--- src/rtl/uart_pkg.sv ---
// Shared UART receiver types: FSM state encoding, default frame geometry and the 2-of-3 vote.
package uart_pkg;

  localparam int OVERSAMPLE_DEF = 16;
  localparam int DATA_BITS_DEF  = 8;

  typedef enum logic [2:0] {
    ST_IDLE,
    ST_START,
    ST_DATA,
    ST_STOP,
    ST_BREAK
  } uart_state_e;

  function automatic logic majority3(input logic a, input logic b, input logic c);
    return (a & b) | (a & c) | (b & c);
  endfunction

endpackage

--- src/rtl/sync2.sv ---
// Two-flop synchronizer for an asynchronous single-bit input; 2 clk latency, no flow control.
module sync2 #(
  parameter logic RST_VAL = 1'b1
) (
  input  logic clk,
  input  logic nReset,
  input  logic i_d,
  output logic o_q
);

  logic r_meta;
  logic r_q;

  always_ff @(posedge clk) begin
    if (!nReset) begin
      r_meta <= RST_VAL;
      r_q    <= RST_VAL;
    end else begin
      r_meta <= i_d;
      r_q    <= r_meta;
    end
  end

  assign o_q = r_q;

endmodule

--- src/rtl/uart_rx_oversampler.sv ---
// Oversampling UART receiver: 2-of-3 mid-bit vote per bit, done/err pulse one clk after the stop decision.
// No backpressure: data is overwritten by the next good frame; the FSM advances only on en ticks.
module uart_rx_oversampler
  import uart_pkg::*;
#(
  parameter int OVERSAMPLE = OVERSAMPLE_DEF,
  parameter int DATA_BITS  = DATA_BITS_DEF
) (
  input  logic                 clk,
  input  logic                 nReset,
  input  logic                 syncReset,
  input  logic                 en,
  input  logic                 in,
  output logic [DATA_BITS-1:0] data,
  output logic                 done,
  output logic                 err,
  output logic                 busy
);

  localparam int CW  = $clog2(OVERSAMPLE);
  localparam int BW  = (DATA_BITS > 1) ? $clog2(DATA_BITS) : 1;
  localparam int MID = OVERSAMPLE / 2;

  localparam logic [CW-1:0] C_ONE   = CW'(1);
  localparam logic [CW-1:0] C_MIDM1 = CW'(MID - 1);
  localparam logic [CW-1:0] C_MID   = CW'(MID);
  localparam logic [CW-1:0] C_MIDP1 = CW'(MID + 1);
  localparam logic [CW-1:0] C_LAST  = CW'(OVERSAMPLE - 1);
  localparam logic [BW-1:0] B_ONE   = BW'(1);
  localparam logic [BW-1:0] B_LAST  = BW'(DATA_BITS - 1);

  uart_state_e          r_state;
  logic [CW-1:0]        r_cnt;
  logic [BW-1:0]        r_bit_idx;
  logic [DATA_BITS-1:0] r_shift;
  logic [DATA_BITS-1:0] r_data;
  logic                 r_s0;
  logic                 r_s1;
  logic                 r_done;
  logic                 r_err;

  logic                 w_rxs;
  logic                 w_maj;
  logic [DATA_BITS-1:0] w_shift_next;

  sync2 #(
    .RST_VAL(1'b1)
  ) u_sync2 (
    .clk    (clk),
    .nReset (nReset),
    .i_d    (in),
    .o_q    (w_rxs)
  );

  // Third vote comes straight from the line on the decision tick.
  assign w_maj        = majority3(r_s0, r_s1, w_rxs);
  assign w_shift_next = (r_shift >> 1) | (DATA_BITS'(w_maj) << (DATA_BITS - 1));

  always_ff @(posedge clk) begin
    if (!nReset) begin
      r_state   <= ST_IDLE;
      r_cnt     <= '0;
      r_bit_idx <= '0;
      r_shift   <= '0;
      r_data    <= '0;
      r_s0      <= 1'b1;
      r_s1      <= 1'b1;
      r_done    <= 1'b0;
      r_err     <= 1'b0;
    end else if (syncReset) begin
      r_state   <= ST_IDLE;
      r_cnt     <= '0;
      r_bit_idx <= '0;
      r_shift   <= '0;
      r_s0      <= 1'b1;
      r_s1      <= 1'b1;
      r_done    <= 1'b0;
      r_err     <= 1'b0;
    end else begin
      r_done <= 1'b0;
      r_err  <= 1'b0;
      if (en) begin
        if (r_cnt == C_MIDM1) r_s0 <= w_rxs;
        if (r_cnt == C_MID)   r_s1 <= w_rxs;
        case (r_state)
          ST_IDLE: begin
            if (!w_rxs) begin
              r_state <= ST_START;
              r_cnt   <= C_ONE;
            end else begin
              r_cnt   <= '0;
            end
          end
          ST_START: begin
            // Small OVERSAMPLE puts the vote on the last tick; a false start wins.
            if (r_cnt == C_MIDP1 && w_maj) begin
              r_state <= ST_IDLE;
              r_cnt   <= '0;
            end else if (r_cnt == C_LAST) begin
              r_state   <= ST_DATA;
              r_cnt     <= '0;
              r_bit_idx <= '0;
            end else begin
              r_cnt <= r_cnt + C_ONE;
            end
          end
          ST_DATA: begin
            if (r_cnt == C_MIDP1) r_shift <= w_shift_next;
            if (r_cnt == C_LAST) begin
              r_cnt <= '0;
              if (r_bit_idx == B_LAST) r_state   <= ST_STOP;
              else                     r_bit_idx <= r_bit_idx + B_ONE;
            end else begin
              r_cnt <= r_cnt + C_ONE;
            end
          end
          ST_STOP: begin
            if (r_cnt == C_MIDP1) begin
              r_cnt <= '0;
              if (w_maj) begin
                r_data  <= r_shift;
                r_done  <= 1'b1;
                r_state <= ST_IDLE;
              end else begin
                r_err   <= 1'b1;
                r_state <= ST_BREAK;
              end
            end else begin
              r_cnt <= r_cnt + C_ONE;
            end
          end
          ST_BREAK: begin
            if (w_rxs) r_state <= ST_IDLE;
          end
          default: begin
            r_state <= ST_IDLE;
            r_cnt   <= '0;
          end
        endcase
      end
    end
  end

  assign data = r_data;
  assign done = r_done;
  assign err  = r_err;
  assign busy = (r_state != ST_IDLE);

endmodule

--- config.mk ---
export PLATFORM = sky130hd
export DESIGN_NAME = uart_rx_oversampler
export DESIGN_NICKNAME = d
export VERILOG_FILES = /design/src/rtl/uart_pkg.sv /design/src/rtl/sync2.sv /design/src/rtl/uart_rx_oversampler.sv
export SDC_FILE = /design/constraint.sdc
export NUM_CORES = 1
export LEC_CHECK = 0
export BUFFER_PORTS_ARGS = -buffer_cell sky130_fd_sc_hd__buf_2
export CAP_MARGIN = 20
export CORE_MARGIN = 5
export CORE_UTILIZATION = 40
export CTS_CLUSTER_DIAMETER = 150
export DETAILED_ROUTE_END_ITERATION = 16
export GPL_TIMING_DRIVEN = 0
export PLACE_DENSITY = 0.63
export SLEW_MARGIN = 15
export SYNTH_ARGS = -nofsm -noshare
export SYNTH_HDL_FRONTEND = slang
export SYNTH_SLANG_ARGS = --single-unit
--- constraint.sdc ---
create_clock -name clk -period 3.7 [get_ports clk]
set_input_delay 0.74 -clock clk [delete_from_list [all_inputs] [get_ports clk]]
set_output_delay 0.74 -clock clk [all_outputs]
set_load 0.01 [all_outputs]
==> results of run 1 <==
[logic make-up (layout without fill, tap and decap cells)]
logic type | count (synthesis) | after routing
AND/OR/NAND/NOR | 73 | 73
XOR/XNOR | 2 | 2
multiplexers | 22 | 22
buffers and inverters | 13 | 35
flip-flops | 32 | 32
adder cells (fa/ha/maj) | 6 | 6
AO/OA/AOI/OAI | 20 | 20
[final timing paths]
kind                        from          end  slack (ns)  cells past startpoint
setup / recovery      r_state[1]         busy        1.65                      3
setup reg to reg        r_cnt[0]   r_state[1]        1.79                      6
hold / removal    u_sync2.r_meta  u_sync2.o_q        0.41                      1
hold reg to reg   u_sync2.r_meta  u_sync2.o_q        0.41                      1
[routing by layer]
| metal | track usage (%) | up-vias |
|---|---|---|
| met5 | 0 | - |
| met4 | 5.53 | 0 |
| met3 | 5.51 | 5 |
| met2 | 22.9 | 21 |
| met1 | 15.8 | 564 |
| li1 | - | 645 |
[flip-flops by register name, indices dropped and copies added (netlist names)]
name and flops:
r_state 3, u_sync2.o_q 1, r_s0 1, r_s1 1, done 1, r_bit_idx 3
r_cnt 4, u_sync2.r_meta 1, r_shift 8, data 8, err 1
[cell usage in the layout (no fill, tap or decap), types with 2 or more instances in the layout]
cell	count
o211ai_1	2
nand4_1	2
clkbuf_1	4
dfxtp_1	32
clkinvlp_4	2
and3_1	4
nand4b_1	3
or3_1	3
ha_1	5
a21oi_1	6
a221oi_1	2
inv_1	2
xnor2_1	2
clkbuf_8	5
nor3_1	3
nand2b_1	5
o21ai_0	2
nor2b_1	11
nand2_1	10
or3b_1	2
nor2_1	15
nor4_1	4
nor3b_1	2
mux2i_1	22
nand3_1	2
buf_2	21
[layout make-up]
class / count / area share [%]
buffer: 11 / 2.78
clock buffer: 5 / 3.82
clock inverter: 3 / 1.32
inverter: 2 / 0.417
multi-input combinational: 123 / 48.9
sequential: 32 / 35.6
tap: 48 / 3.34
timing repair buffer: 14 / 3.89
[metrics by stage]
stage | cell area, um^2 | worst slack, ns | power [mW] | hold WS (ns)
after global placement | 1710 | 1.58 | 0.378 | 0.389
after floorplan | 1580 | 1.73 | 0.372 | 0.386
after global routing | 1800 | 1.59 | 0.669 | 0.427
after detailed placement | 1710 | 1.55 | 0.379 | 0.399
final | 1800 | 1.65 | 0.643 | 0.412
after CTS | 1800 | 1.64 | 0.649 | 0.417
[where the power goes]
group          total, mW  switching, mW  internal [mW]
sequential         0.346       0.000590          0.346
combinational     0.0246         0.0155        0.00908
clock              0.272          0.139          0.133
total              0.643          0.155          0.488
==> impl_results.md, run 1 <==
* Max Freq at a little under 500 MHz
* Number of standard-cell rows in the floorplan at 22
* Worst path top cell family by delay: simple AND/OR/NAND/NOR gates
* Post-synthesis xor/xnor area fraction at 1.11%
* Post-route setup TNS at 0 ns
* Number of cells upsized or downsized after cts at 0
* Kind of end point of the critical path: output port
* Share of the synthesized area in the top cell type at about two fifths
* Non-Filler Instances at 238
* Worst Path Buf+Inv at 2
* Detailed-route DRC error count at 0
* Number of antenna violations at the first check in global routing at 0
* Dominant cell by count in the synthesized netlist: dfxtp_1
* Time the worst path needs with I/O delays and setup at 2.05 ns
* Via count at around 1,200
* Result of the run: completed
* IO Port Bufs at 14
* Category of the most critical setup path: reg2out
* Cell type with the highest occurrence count on the critical path: buf_2
* Syn-to-layout area delta at 14.1%
* Area of combinational cells with multiple inputs at 880 um^2
* Clock sinks at 32
* Vias per std cell at between 5 and 6
* Max-cap violations at 0
* Relative slew slack at between 60 and 70%
* Gr usage total at 13.8%
* Maximum number of buffers from clock root to sink at 2
* Fraction of the cycle the final worst path needs at 55.3%
* Worst path arrival time at about 1.3 ns
* Dominant cells by area after synthesis: dfxtp_1 41%, mux2i_1 14%, nor2b_1 4.4%
* CTS clk-pin slew, worst paths at about 0.07 ns
* Aggregate routed wire length at between 3000 and 4000 um
* CTS Root Buffer Type: clkbuf_8
* Synth Warn # at 0
* Width of the die at between 70 and 80 um
* Detail Route Antenna Nets at 0
* Share of post-route cells with drive strength above 1 at approximately 17%
* Synthesis-stage register bit count at 32
* Power density relative to cell area at between 300 and 400 nW/um^2
* Placed wire-length estimate at between 2000 and 2500 um
* Lkg Pwr at approximately 0.74 nW
* Worst hold path type: reg2reg
* Hold bufs inserted after CTS at 0
* Setup repair bufs after CTS at 0
* CP peak stage delay at between 0.3 and 0.4 ns
* Number of synthesized flops with an enable pin at 0
* Leading post-synthesis cells by instance count: 32 x dfxtp_1, 22 x mux2i_1, 15 x nor2_1
* First-pass detailed-route iteration total at 4
* Required time of the critical path at between 2 and 3 ns
* Ys async rst share at 0%
* Uppermost routed layer: met4
* Mux contribution to synthesized area at approximately 14%
* Number of nets in the finished design at 199
* Filler instances at a little under 400
* Main flop type after synthesis: dfxtp_1
* Net count of the mapped netlist at ~180
* Iteration-0 DRC count of the detailed router at ~110
* Distinct cells, synth at 40
* Overflow left after global routing at 0
* Die area at roughly 5300 um^2
* Final count of pins violating max slew at 0
* Cell type contributing the most total cell area after synthesis: dfxtp_1
* Die height at approximately 73 um
* Sequential-to-total area share from yosys stat at 40.6%
* Gpl congestion at 0.860
* Cell area after technology mapping at 1580 um^2
* Source-to-sink clock delay at the later pin of the worst-skew pair at approximately 0.29 ns
* Standard cell with the maximum stage delay on the critical path: or3_1
* Antenna cell count at 0
* Synthesized area divided by synthesized cell count at approximately 9.4 um^2
* Met2 layer wire length in the routed design at ~1600 um
* Final-report setup violation count at 0
* Unrepaired setup endpoints after global routing: false
* Starting density of the core at between 40% and 50%
* Routed metal-1 wire length at around 1500 um
* IO Pins at 16
* Sort of element at the start of the critical path: register
* Highest fanout seen on the critical path at 10
* Worst setup skew after layout at approximately 0.0085 ns
* Series of cell instances along the critical path: buf_2 > or3_1 > buf_2
* Post-DR wirelength/cell at between 10 and 15 um
* Largest net degree at the start of global routing at 13
* Gate count of the mapped netlist at roughly 170
* Hold Fails Final Rpt at 0
* Via count of the first global-routing pass at around 1,200
* First-pass GRT wire length at 5640 um
* Clock tree from TritonCTS: done
* IR Drop Worst-Case VDD at between 0.2 and 0.25 mV
* Met3 wire len at around 160 um
* Worst-Margin Slew at slightly above 0.5 ns
* CTS buffer count at 5
* Number of placed cells counting well taps at 230
* Core area at about 3700 um^2
* Complex-gate fraction of the synthesized area at roughly a tenth
* Final core utilization at 48.1%
* FF/Latch Area at around 640 um^2
* Combinational family with the most area after synthesis: simple AND/OR/NAND/NOR gates
* Adder and majority gate portion of the synthesized area at between 4 and 5%
* Synthesized-area fraction occupied by and/or/nand/nor cells at 26.4%
* Number of H-tree levels at 2
Note: power is estimated with default switching activity, not from simulation.
==> inputs of run 2 (changes only) <==
==> constraint.sdc (replaced) <==
create_clock -name clk -period 1.9 [get_ports clk]
set_input_delay 0.38 -clock clk [delete_from_list [all_inputs] [get_ports clk]]
set_output_delay 0.38 -clock clk [all_outputs]
set_load 0.01 [all_outputs]
==> run 2 against run 1 <==
First-iteration DRC count is 26% higher. Largest power group unchanged. Design area is 1.5% higher. Critical endpoint is now r_state[1]. Clock skew increased by 0.00050 ns. Register-to-register slack lost 1.7 ns. Largest cell class unchanged. Core utilization is 0.70 points higher. Die area is the same. Critical path type is now reg2reg. Worst setup slack got worse by 1.5 ns. Routed wire length is 0.59% higher. Global-route usage did not move. Highest routed layer unchanged.
==> impl_results.md, run 2 (synthesized netlist as in run 1, its figures left out) <==
* Result of the run: completed
* Post-route setup TNS at 0 ns (unchanged)
* Worst-Margin Slew at 0.508 ns (+0.000631 ns)
* Relative slew slack at 66.2% (about the same)
* IR Drop Worst-Case VDD at 0.468 mV (+95%)
* Post-DR wirelength/cell at 13.5 um (-0.66%)
* Aggregate routed wire length at 3260 um (+0.59%)
* Starting density of the core at 42.1% (unchanged)
* Share of post-route cells with drive strength above 1 at 19.7% (+2.3 points)
* Power density relative to cell area at 685 nW/um^2 (+92%)
* Pint at 950 uW (+95%)
* Die height at 72.8 um (unchanged)
* Source-to-sink clock delay at the later pin of the worst-skew pair at 0.29 ns (about the same)
* Time the worst path needs with I/O delays and setup at 1.79 ns
* Hold bufs inserted after CTS at 0 (unchanged)
* Placed wire-length estimate at 2360 um (unchanged)
* Sort of element at the start of the critical path: register
* Category of the most critical setup path: reg2reg
* Capture instance of the worst register-to-register path: r_state[1]
* Worst setup skew after layout at 0.00900 ns (+0.000503 ns)
* Number of nets in the finished design at 202 (+1.5%)
* Lkg Pwr at 0.753 nW (+1.3%)
* Total design power at 1.25 mW (+95%)
* Critical path launch point: r_cnt[0]
* Fraction of the cycle the final worst path needs at 94.2%
* Vias per std cell at 5.18 (-0.13%)
* Kind of end point of the critical path: register
* Syn-to-layout area delta at 15.8%
* Max-cap violations at 0 (unchanged)
* CTS Root Buffer Type: clkbuf_8
* Hold Fails Final Rpt at 0 (unchanged)
* Detail Route Antenna Nets at 0 (unchanged)
* Final-report setup violation count at 0 (unchanged)
* Antenna cell count at 0 (unchanged)
* Number of standard-cell rows in the floorplan at 22 (unchanged)
* IO Port Bufs at 14 (unchanged)
* Sequential fraction of design power at 53.9% (about the same)
* Via count of the first global-routing pass at 1,248 (unchanged)
* Gpl congestion at 0.860 (unchanged)
* Worst hold path type: in2reg
* Min-Delay Startpoint: in
* Detailed-route DRC error count at 0 (unchanged)
* First-pass GRT wire length at 5640 um (unchanged)
* Net switching power at 302 uW (+94%)
* Number of H-tree levels at 2 (unchanged)
* Die area at 5300 um^2 (unchanged)
* Hold Slack at 0.269 ns (-0.143 ns)
* Unrepaired setup endpoints after global routing: false
* Final count of pins violating max slew at 0 (unchanged)
* Commonest non-fill, non-tap cell in the layout: dfxtp_1
* Required time of the critical path at 2.11 ns (-0.85 ns)
* Length in cells of the worst reg-to-reg path at 6 (unchanged)
* Worst reg2reg path startpoint: r_cnt[0]
* Number of antenna violations at the first check in global routing at 0 (unchanged)
* Worst path arrival time at 2.00 ns (+0.69 ns)
* Clock tree from TritonCTS: done
* Gr usage total at 13.8% (unchanged)
* Overflow left after global routing at 0 (unchanged)
* Maximum number of buffers from clock root to sink at 2 (unchanged)
* Iteration-0 DRC count of the detailed router at 132 (+26%)
* CTS clk-pin slew, worst paths at 0.07 ns (about the same)
* Via count at 1,249 (+1.1%)
* Switching fraction of total power at 24.1% (-0.056 points)
* Max Freq at around 560 MHz
* FF-to-FF setup slack at 0.11 ns (-1.68 ns)
* IO Pins at 16 (unchanged)
* Worst hold path stage count at 2 (+1)
* Clock sinks at 32 (unchanged)
* Clock power share at 42.3% (about the same)
* Width of the die at 72.8 um (unchanged)
* Hold Path End: u_sync2.r_meta
* CTS buffer count at 5 (unchanged)
* Highest fanout seen on the critical path at 7 (-3)
* Largest net degree at the start of global routing at 13 (unchanged)
* Core area at 3740 um^2 (unchanged)
* First-pass detailed-route iteration total at 4 (unchanged)
* Most used cells in the layout excluding fill and tap cells: 31 x dfxtp_1, 22 x mux2i_1, 21 x buf_2
* Share of total power in combinational logic at 3.8% (about the same)
run 2: cell types whose count changed in the layout (fill, tap and decap cells not counted):
cell     change
dfxtp_2      +1
ha_2         +1
buf_4        +3
dfxtp_1      -1
ha_1         -1
run 2: critical path: stages, from the launching register on:
cell     delay, ns
dfxtp_2       0.39
ha_2          0.25
and3_1        0.16
buf_2         0.17
a21oi_1       0.10
or4_1         0.50
a21oi_1       0.15
run 2: how the worst max path moves through the flow:
stage,endpoint,cells past startpoint
5_1_grt,r_state[1],7
3_3_place_gp,r_state[1],6
6_report,r_state[1],6
4_1_cts,r_state[1],6
3_5_place_dp,r_state[1],6
2_1_floorplan,r_state[1],6
run 2: power by group through the flow:
| stage | Clock [mW] | Combinational, mW | Sequential (mW) |
|---|---|---|---|
| final | 0.529 | 0.0479 | 0.674 |
| after global routing | 0.576 | 0.0537 | 0.674 |
| after CTS | 0.543 | 0.0478 | 0.674 |
| after detailed placement | 0 | 0.0477 | 0.690 |
| after global placement | 0 | 0.0475 | 0.689 |
| after floorplan | 0 | 0.0344 | 0.689 |
run 2: layer usage:
metal / wire (um) / global-route usage, %
met5: 0 / 0
met4: 46 / 5.53
met3: 159 / 5.51
met2: 1580 / 22.9
met1: 1470 / 15.8
run 2: what timing repair did:
action | CTS | global route
buffers inserted | 0 | 3
setup endpoints to repair | 0 | 11
gates resized for setup | 0 | 2
run 2: area by class of cell:
class                      count  area, um^2
sequential                    32         642
multi-input combinational    123         882
inverter                       2        7.51
tap                           48        60.1
timing repair buffer          17        92.6
clock buffer                   5        68.8
fill                         391        1920
buffer                        11        50.0
clock inverter                 3        23.8
run 2: through the flow:
stage	util (%)	cell area (um^2)	setup slack (ns)	std cells
after floorplan	-	1580	0.241	168
after global placement	45.6	1710	0.0671	230
after detailed placement	45.6	1710	0.0496	230
after CTS	48.1	1800	0.0165	238
after global routing	48.8	1830	0.0236	241
final	48.8	1830	0.111	241
==> inputs of run 3 (changes only) <==
--- a/config.mk
+++ b/config.mk
@@ -7,12 +7,13 @@
 export LEC_CHECK = 0
 export BUFFER_PORTS_ARGS = -buffer_cell sky130_fd_sc_hd__buf_2
 export CAP_MARGIN = 20
+export CORE_ASPECT_RATIO = 0.8
 export CORE_MARGIN = 5
-export CORE_UTILIZATION = 40
+export CORE_UTILIZATION = 56
 export CTS_CLUSTER_DIAMETER = 150
 export DETAILED_ROUTE_END_ITERATION = 16
 export GPL_TIMING_DRIVEN = 0
-export PLACE_DENSITY = 0.63
+export PLACE_DENSITY = 0.81
 export SLEW_MARGIN = 15
 export SYNTH_ARGS = -nofsm -noshare
 export SYNTH_HDL_FRONTEND = slang
==> run 3 against run 2 <==
Via count increased by 6.2%. Clock power decreased by 17%. Sequential power about the same. Worst hold slack got worse by 0.047 ns. Critical endpoint unchanged.
==> impl_results.md, run 3 (synthesized netlist as in run 1, its figures left out) <==
* Worst hold path type: in2reg
* Width of the die at 69.3 um (-4.8%)
* Worst path arrival time at 2.09 ns (+0.09 ns)
* Post-route setup TNS at 0 ns (unchanged)
* Placed wire-length estimate at 2410 um (+2.1%)
* Unrepaired setup endpoints after global routing: false
* FF/Latch Area at 642 um^2 (unchanged)
* Fraction of the cycle the final worst path needs at 95.4% (+1.2 points)
* Largest net degree at the start of global routing at 11 (-2)
* IO Pins at 16 (unchanged)
* Starting density of the core at 58.0% (+16 points)
* Category of the most critical setup path: reg2reg
* Worst-Margin Slew at 0.524 ns (+0.0161 ns)
* Worst reg2reg path startpoint: r_cnt[0]
* Vias per std cell at 5.82 (+12%)
* FF-to-FF setup slack at 0.09 ns (-0.02 ns)
* Final instance area at 1770 um^2 (-2.9%)
* Filler instances at 243 (-38%)
* Relative slew slack at 65.1% (-1.1 points)
* Lkg Pwr at 0.748 nW (-0.69%)
* Series of cell instances along the critical path: ha_1 > and3_1 > buf_2 > a21oi_1 > or4_1 > a21oi_1
* Cell area after placement at 1700 um^2 (-0.73%)
* Via count at 1,327 (+6.2%)
* Die height at 57.5 um (-21%)
* Gr usage total at 17.2% (+3.4 points)
* Power density relative to cell area at 656 nW/um^2 (-4.2%)
* Maximum number of buffers from clock root to sink at 2 (unchanged)
* First-pass detailed-route iteration total at 4 (unchanged)
* Worst setup skew after layout at 0.0111 ns (+0.00207 ns)
* Min-Delay Startpoint: in
* Capture instance of the worst register-to-register path: r_state[1]
* Most used cells in the layout excluding fill and tap cells: 31 x dfxtp_1, 22 x mux2i_1, 21 x buf_2
* CTS buffer count at 5 (unchanged)
* Highest fanout seen on the critical path at 7 (unchanged)
* Length in cells of the worst reg-to-reg path at 6 (unchanged)
* Detail Route Antenna Nets at 0 (unchanged)
* First-pass GRT wire length at 5430 um (-3.8%)
* CTS clk-pin slew, worst paths at 0.10 ns (+0.03 ns)
* Share of post-route cells with drive strength above 1 at 18.4% (-1.3 points)
* Required time of the critical path at 2.18 ns (+0.07 ns)
* Antenna cell count at 0 (unchanged)
* Number of standard-cell rows in the floorplan at 17 (-23%)
* Detailed-route DRC error count at 0 (unchanged)
* Time the worst path needs with I/O delays and setup at 1.81 ns (+0.0234 ns)
* Gpl congestion at 0.900 (+4.6%)
* Worst hold path stage count at 2 (unchanged)
* Via count of the first global-routing pass at 1,173 (-6.0%)
* Syn-to-layout area delta at 12.4%
* Sort of element at the start of the critical path: register
* Iteration-0 DRC count of the detailed router at 101 (-23%)
* Clock sinks at 32 (unchanged)
* Source-to-sink clock delay at the later pin of the worst-skew pair at 0.34 ns (+0.05 ns)
* Clock tree from TritonCTS: done
* Hold Path End: u_sync2.r_meta
* Hold bufs inserted after CTS at 0 (unchanged)
* Max Freq at 552 MHz (-1.3%)
* Standard cell with the maximum stage delay on the critical path: or4_1
* CTS Root Buffer Type: clkbuf_4
* Final count of pins violating max slew at 0 (unchanged)
* Number of nets in the finished design at 200 (-0.99%)
* Final core utilization at 65.1% (+16 points)
* CP peak stage delay at 0.50 ns (about the same)
* Overflow left after global routing at 0 (unchanged)
* Number of H-tree levels at 2 (unchanged)
* Core area at 2720 um^2 (-27%)
* Number of antenna violations at the first check in global routing at 0 (unchanged)
* Cell type with the highest occurrence count on the critical path: a21oi_1
* IO Port Bufs at 14 (unchanged)
* Post-DR wirelength/cell at 14.9 um (+10%)
* IR Drop Worst-Case VDD at 0.503 mV (+7.3%)
* Final-report setup violation count at 0 (unchanged)
* Area of combinational cells with multiple inputs at 880 um^2 (-0.28%)
* Commonest non-fill, non-tap cell in the layout: dfxtp_1
* Max-cap violations at 0 (unchanged)
* Aggregate routed wire length at 3390 um (+4.2%)
* Die area at 3990 um^2 (-25%)
* Result of the run: completed
* Hold Slack at 0.223 ns (-0.0465 ns)
* Kind of end point of the critical path: register
* Hold Fails Final Rpt at 0 (unchanged)
run 3: stage by stage:
step           std cells  total power [mW]  setup slack (ns)
2_1_floorplan        168             0.724             0.241
3_3_place_gp         220             0.737            0.0790
3_5_place_dp         220             0.739            0.0875
4_1_cts              227              1.16            0.0436
5_1_grt              228              1.22            0.0104
6_report             228              1.16            0.0876
run 3: worst max path at each step:
stage | startpoint | endpoint | depth (start not counted)
finish | r_cnt[0] | r_state[1] | 6
global route | r_cnt[1] | r_state[2] | 6
CTS | r_cnt[0] | r_state[1] | 6
detailed placement | r_cnt[0] | r_state[1] | 6
global placement | r_cnt[0] | r_state[1] | 6
floorplan | r_cnt[0] | r_state[1] | 6
run 3: cell type report:
type,count,share of cell area [%]
multi-input combinational,123,49.6
sequential,32,36.2
timing repair buffer,16,4.80
clock buffer,7,3.67
tap,38,2.68
buffer,10,2.61
inverter,2,0.423
run 3: report_power, final:
part / internal, mW / switching, mW
Combinational: 0.0174 / 0.0305
Sequential: 0.673 / 0.00332
Clock: 0.210 / 0.230
Total: 0.900 / 0.264
run 3: repair_timing:
action | CTS | global route
setup buffers | 0 | 2
gates resized for setup | 0 | 1
endpoints found under the hold margin | 0 | 0
endpoints found under the setup margin | 0 | 11
run 3: critical path, delay by kind of cell (launching register included):
| family | cells | cell delay, ns |
|---|---|---|
| and+or+nand+nor | 2 | 0.68 |
| DFF | 1 | 0.39 |
| adders and majority gates | 1 | 0.25 |
| AOI/OAI and AO/OA | 2 | 0.24 |
| buffers and inverters | 1 | 0.18 |
run 3: layer usage:
layer | vias up | global-route usage [%] | wire length (um)
li1 | 649 | - | -
met1 | 635 | 22.5 | 1620
met2 | 38 | 27.3 | 1550
met3 | 5 | 4.58 | 185
met4 | 0 | 6.69 | 38
met5 | - | 0 | 0
